**src/rtl/key_debouncer_pkg.sv**
```systemverilog
// debounce_pkg: shared debounce constants and input-normalisation helper
package debounce_pkg;
  localparam int DEFAULT_DEBOUNCE_CYCLES = 1_000_000;
  localparam int SIM_DEBOUNCE_CYCLES = 4;
  localparam logic RELEASED = 1'b0;
  function automatic logic normalise(logic raw, bit active_low);
    return active_low ? ~raw : raw;
  endfunction
endpackage

```
**src/rtl/key_debouncer_if.sv**
```systemverilog
// key_debouncer_if: raw key pin in, debounced level and press/release events out
interface key_debouncer_if;
  logic button;
  logic key_press;
  logic key_release;
  logic key_state;
  modport master (output button, input key_press, key_release, key_state);
  modport slave (input button, output key_press, key_release, key_state);
endinterface

```
**src/rtl/key_debouncer_sync.sv**
```systemverilog
// sync_2ff: two-flop synchroniser with configurable reset level
module sync_2ff #(
  parameter logic RESET_VAL = 1'b0
) (
  input  logic clk,
  input  logic reset_mod,
  input  logic d,
  output logic q
);
  logic meta;
  always_ff @(posedge clk or negedge reset_mod)
    if (!reset_mod) {q, meta} <= {2{RESET_VAL}};
    else {q, meta} <= {meta, d};
endmodule

```
**src/rtl/key_debouncer.sv**
```systemverilog
// key_debouncer: filters a bouncing key into a stable level plus one-cycle press/release pulses
module key_debouncer
  import debounce_pkg::*;
#(
  parameter int DEBOUNCE_CYCLES = DEFAULT_DEBOUNCE_CYCLES,
  parameter bit BUTTON_ACTIVE_LOW = 1'b1
) (
  input logic clk,
  input logic reset_mod,
  key_debouncer_if.slave bus
);
  localparam int CW = $clog2(DEBOUNCE_CYCLES + 1);
  localparam logic [CW-1:0] CNT_MAX = CW'(DEBOUNCE_CYCLES - 1);
  logic pressed_raw, sync2, stable;
  logic [CW-1:0] cnt;
  assign pressed_raw = normalise(bus.button, BUTTON_ACTIVE_LOW);
  sync_2ff #(.RESET_VAL(RELEASED)) u_sync (
    .clk(clk),
    .reset_mod(reset_mod),
    .d(pressed_raw),
    .q(sync2)
  );
  // any sample agreeing with the accepted level restarts the stability count
  always_ff @(posedge clk or negedge reset_mod)
    if (!reset_mod) begin
      stable <= RELEASED;
      cnt <= '0;
      bus.key_press <= 1'b0;
      bus.key_release <= 1'b0;
    end else begin
      bus.key_press <= 1'b0;
      bus.key_release <= 1'b0;
      if (sync2 == stable) cnt <= '0;
      else if (cnt == CNT_MAX) begin
        stable <= sync2;
        cnt <= '0;
        bus.key_press <= sync2;
        bus.key_release <= ~sync2;
      end else cnt <= cnt + CW'(1);
    end
  assign bus.key_state = stable;
endmodule

```
**src/flat_wrapper.sv**
```systemverilog
// flat-port wrapper written by rule: the top's interface ports become plain ports
module key_debouncer_flat import debounce_pkg::*;
#(
  parameter int DEBOUNCE_CYCLES = DEFAULT_DEBOUNCE_CYCLES,
  parameter bit BUTTON_ACTIVE_LOW = 1'b1
)
  (clk, reset_mod, bus_button, bus_key_press, bus_key_release, bus_key_state);
  key_debouncer_if bus_i ();
  input logic clk;
  input logic reset_mod;
  input wire logic [$bits(bus_i.button)-1:0] bus_button;
  output wire logic [$bits(bus_i.key_press)-1:0] bus_key_press;
  output wire logic [$bits(bus_i.key_release)-1:0] bus_key_release;
  output wire logic [$bits(bus_i.key_state)-1:0] bus_key_state;
  assign bus_i.button = bus_button;
  assign bus_key_press = bus_i.key_press;
  assign bus_key_release = bus_i.key_release;
  assign bus_key_state = bus_i.key_state;
  key_debouncer #(.DEBOUNCE_CYCLES(DEBOUNCE_CYCLES), .BUTTON_ACTIVE_LOW(BUTTON_ACTIVE_LOW)) u_core (.clk(clk), .reset_mod(reset_mod), .bus(bus_i));
endmodule
```
**config.mk**
```make
export PLATFORM = sky130hd
export DESIGN_NAME = key_debouncer_flat
export DESIGN_NICKNAME = d
export VERILOG_FILES = /design/src/rtl/key_debouncer_pkg.sv /design/src/rtl/key_debouncer_if.sv /design/src/rtl/key_debouncer_sync.sv /design/src/rtl/key_debouncer.sv /design/src/flat_wrapper.sv
export SDC_FILE = /design/constraint.sdc
export NUM_CORES = 1
export LEC_CHECK = 0
export ABC_AREA = 1
export BUFFER_PORTS_ARGS = -buffer_cell sky130_fd_sc_hd__buf_2
export CORE_MARGIN = 4
export CORE_UTILIZATION = 31
export CTS_CLUSTER_DIAMETER = 120
export DETAILED_ROUTE_END_ITERATION = 16
export GPL_ROUTABILITY_DRIVEN = 0
export MAX_ROUTING_LAYER = met4
export PLACE_DENSITY = 0.46
export SLEW_MARGIN = 10
export SYNTH_ARGS = -nofsm -noshare
export SYNTH_HDL_FRONTEND = slang
export SYNTH_SLANG_ARGS = --single-unit
```
**constraint.sdc**
```tcl
create_clock -name clk -period 1.81 [get_ports clk]
set_clock_uncertainty 0.2 [all_clocks]
set_input_delay 0.0905 -clock clk [delete_from_list [all_inputs] [get_ports clk]]
set_output_delay 0.0905 -clock clk [all_outputs]
set_load 0.02 [all_outputs]
```
==> impl_metrics.json <==
{
  "final_nets": 174,
  "drc": 0,
  "wl_mm": 2.69,
  "numClockSinks": 25,
  "synth_area_leaders": "dfrtp_1 (48%), nor2_1 (11%), nand2_1 (7.4%)",
  "multi_input_area_sq_um": 627,
  "port_buffers": 5,
  "slew_viol_final": 0,
  "place_inst": 213,
  "n_antenna_cell": 0,
  "ant_nets": 0,
  "grt_overflow": 0,
  "dp.final_hpwl_mm": 2.02,
  "synth_seq_cells": 25,
  "grt_pass1_wl_mm": 4.89,
  "core-area_sq_mm": 0.00406,
  "synthDistinctLibCells": 21,
  "clockRootBuffer": "clkbuf_8",
  "clock_latency_ns": 0.27,
  "worstSetupEndpointType": "flip-flop",
  "synth_top_area_cell": "dfrtp_1",
  "drt-initial-drc-count": 61,
  "grt_start_max_net_pins": 26,
  "clk_path_buf_depth": 2,
  "arrival_ns": 1.57,
  "relSlewSlack_pct": 62.9,
  "drive_gt1_share_pct": 17.8,
  "synth_commonest_cells": "nor2_1 (37), nand2_1 (26), dfrtp_1 (25)",
  "finalPower_uw": 961,
  "post_cts_buffers": 0,
  "grt_setup_unrepaired": "no",
  "avgSynthCellArea_sq_um": 8.36,
  "crit_slowest_cell": "dfrtp_1",
  "path_buf_inv": 0,
  "grt_pass1_vias": 1037,
  "sw_frac_of_total_pct": 23.3,
  "wl_per_cell_microns": 12.3,
  "synth_warnings": 0,
  "critical_path.max_stage_delay_ns": 0.42,
  "max_clock_freq_mhz": 622,
  "syn-instance-count": 157,
  "synth_edf_count": 0,
  "seq_power_share_pct": 59.5,
  "hold_viol_final": 0,
  "p_int_uw": 737,
  "cpMostUsedCell": "nand2_2",
  "synth_fp_nets": 161,
  "row_count": 23,
  "ios": 6,
  "design.die.area_sq_mm": 0.00534,
  "grt.total_usage_pct": 12.3,
  "tns_ns": 0,
  "r2r-end": "u_core.cnt[9]",
  "ff2ff_setup_slack_ns": 0.20,
  "worst_pin_slew_ns": 0.557,
  "power_frac_comb_pct": 4.6,
  "regArea_sq_um": 626,
  "via_per_inst": 4.48,
  "path_class": "flip-flop to flip-flop",
  "cp_top_family": "simple AND/OR/NAND/NOR gates",
  "htree_num_levels": 1,
  "async_flop_share_pct": 100,
  "peakVddDrop_v": 0.000480,
  "start_kind": "flip-flop",
  "timing.final.crit_share_pct": 88.8,
  "dr_total_vias": 982,
  "drv_cap": 0,
  "cts_tree": "done",
  "critPathMaxFanout": 4,
  "start_util_pct": 32.3,
  "ys_seq_area_share_pct": 47.7,
  "synth_most_common_cell": "nor2_1",
  "die_w_microns": 73.1,
  "p_clk_share_pct": 35.9,
  "syn_to_final_growth_pct": 12.5,
  "synthDominantCellAreaShare_pct": 47.7,
  "synth_flop_cell": "dfrtp_1",
  "hold_path.class": "primary input to asynchronous set/reset pin",
  "r2r_cells": 6,
  "instances_no_fill": 219,
  "p_per_area_mw_per_mm2": 651,
  "crit_path_start": "u_core.cnt[4]",
  "crit_required_ns": 1.77,
  "p_leak_nw": 0.622,
  "timing.final.crit_period_ns": 1.61,
  "cp_cell_sequence": "nand2_2 > nor2_2 > nand2_2 > nor2_4 > xor2_1 > nor2_1",
  "mappedNetlistArea_sq_mm": 0.00131,
  "die_h_microns": 73.1,
  "reg2reg_from": "u_core.cnt[4]",
  "cts_inserted_buffers": 3,
  "outcome": "finished clean",
  "switchingPower_uw": 224,
  "drtPass1Iterations": 4,
  "clk_pin_slew_worst_paths_ns": 0.09,
  "antenna_found_initial": 0,
  "fillCellCount": 424,
  "finalSetupViolCount": 0
}
per-stage QoR:
step | worst slack [ns] | utilization [%] | hold slack (ns) | instance area (sq um)
floorplan | 0.347 | - | -0.405 | 1310
global placement | 0.226 | 34.7 | -0.0832 | 1410
detailed placement | 0.207 | 34.7 | -0.0677 | 1410
CTS | 0.196 | 36.4 | 0.163 | 1480
global route | 0.0519 | 36.4 | 0.188 | 1480
finish | 0.202 | 36.4 | 0.139 | 1480
power by group through the flow:
stage | registers [mW] | logic (mW) | clock network [mW]
after floorplan | 0.582 | 0.0220 | 0
after global placement | 0.583 | 0.0422 | 0
after detailed placement | 0.583 | 0.0433 | 0
after CTS | 0.572 | 0.0466 | 0.367
after global routing | 0.573 | 0.0523 | 0.388
final | 0.572 | 0.0444 | 0.344
how the worst max path moves through the flow:
stage / end / cells after the start / slack [ns]
after floorplan: u_core.cnt[12] / 6 / 0.35
after global routing: u_core.cnt[9] / 6 / 0.05
after detailed placement: u_core.cnt[9] / 6 / 0.21
after CTS: u_core.cnt[9] / 6 / 0.20
final: u_core.cnt[9] / 6 / 0.20
after global placement: u_core.cnt[9] / 6 / 0.23
kinds of logic after synthesis:
group,share of synthesized area (%)
xor gates and xnor gates,6.67
AOI/OAI and AO/OA,2.86
and+or+nand+nor,37.3
adders and majority gates,0.953
DFF,47.7
buffers and inverters,4.58
cell usage in the layout (no fill, tap or decap):
cell type	n
o21bai_1	1
a21oi_1	4
dfrtp_1	25
nor2_4	4
nand2_1	26
xnor2_1	3
nand3_4	1
ha_1	1
clkinvlp_4	1
buf_4	1
dlygate4sd3_1	2
nor3_2	2
o21ai_1	2
inv_1	13
buf_2	5
nand2_4	1
nand2_2	2
nor2_2	5
clkbuf_8	3
nand3_2	2
nor2_1	37
xor2_1	7
inv_2	3
nor3_1	2
nand4_1	4
nand3_1	12
cell type report:
| class | count | area share, % |
|---|---|---|
| clock inverters | 1 | 0.508 |
| inverters | 16 | 4.07 |
| flip-flops and latches | 25 | 42.4 |
| repair buffers | 8 | 3.56 |
| clock buffers | 3 | 2.80 |
| multi-input cells | 116 | 42.5 |
| well taps | 50 | 4.24 |
registers in the layout, indices dropped and copies added, names as in the netlist:
register,flops
u_core.u_sync.meta,1
u_core.u_sync.q,1
u_core.bus.key_press,1
u_core.cnt,20
u_core.bus.key_state,1
u_core.bus.key_release,1
what timing repair did:
| action | CTS | global route |
|---|---|---|
| hold buffers | 2 | 0 |
| gates resized for setup | 0 | 0 |
| hold endpoints to repair | 26 | 0 |
layer usage:
metal  share of wire [%]  track usage, %
met5                   0               -
met1                  51            16.5
met3                 2.6            3.31
met4                0.63            2.46
met2                  45            18.7
No activity file was read; power rests on OpenSTA's default activity.
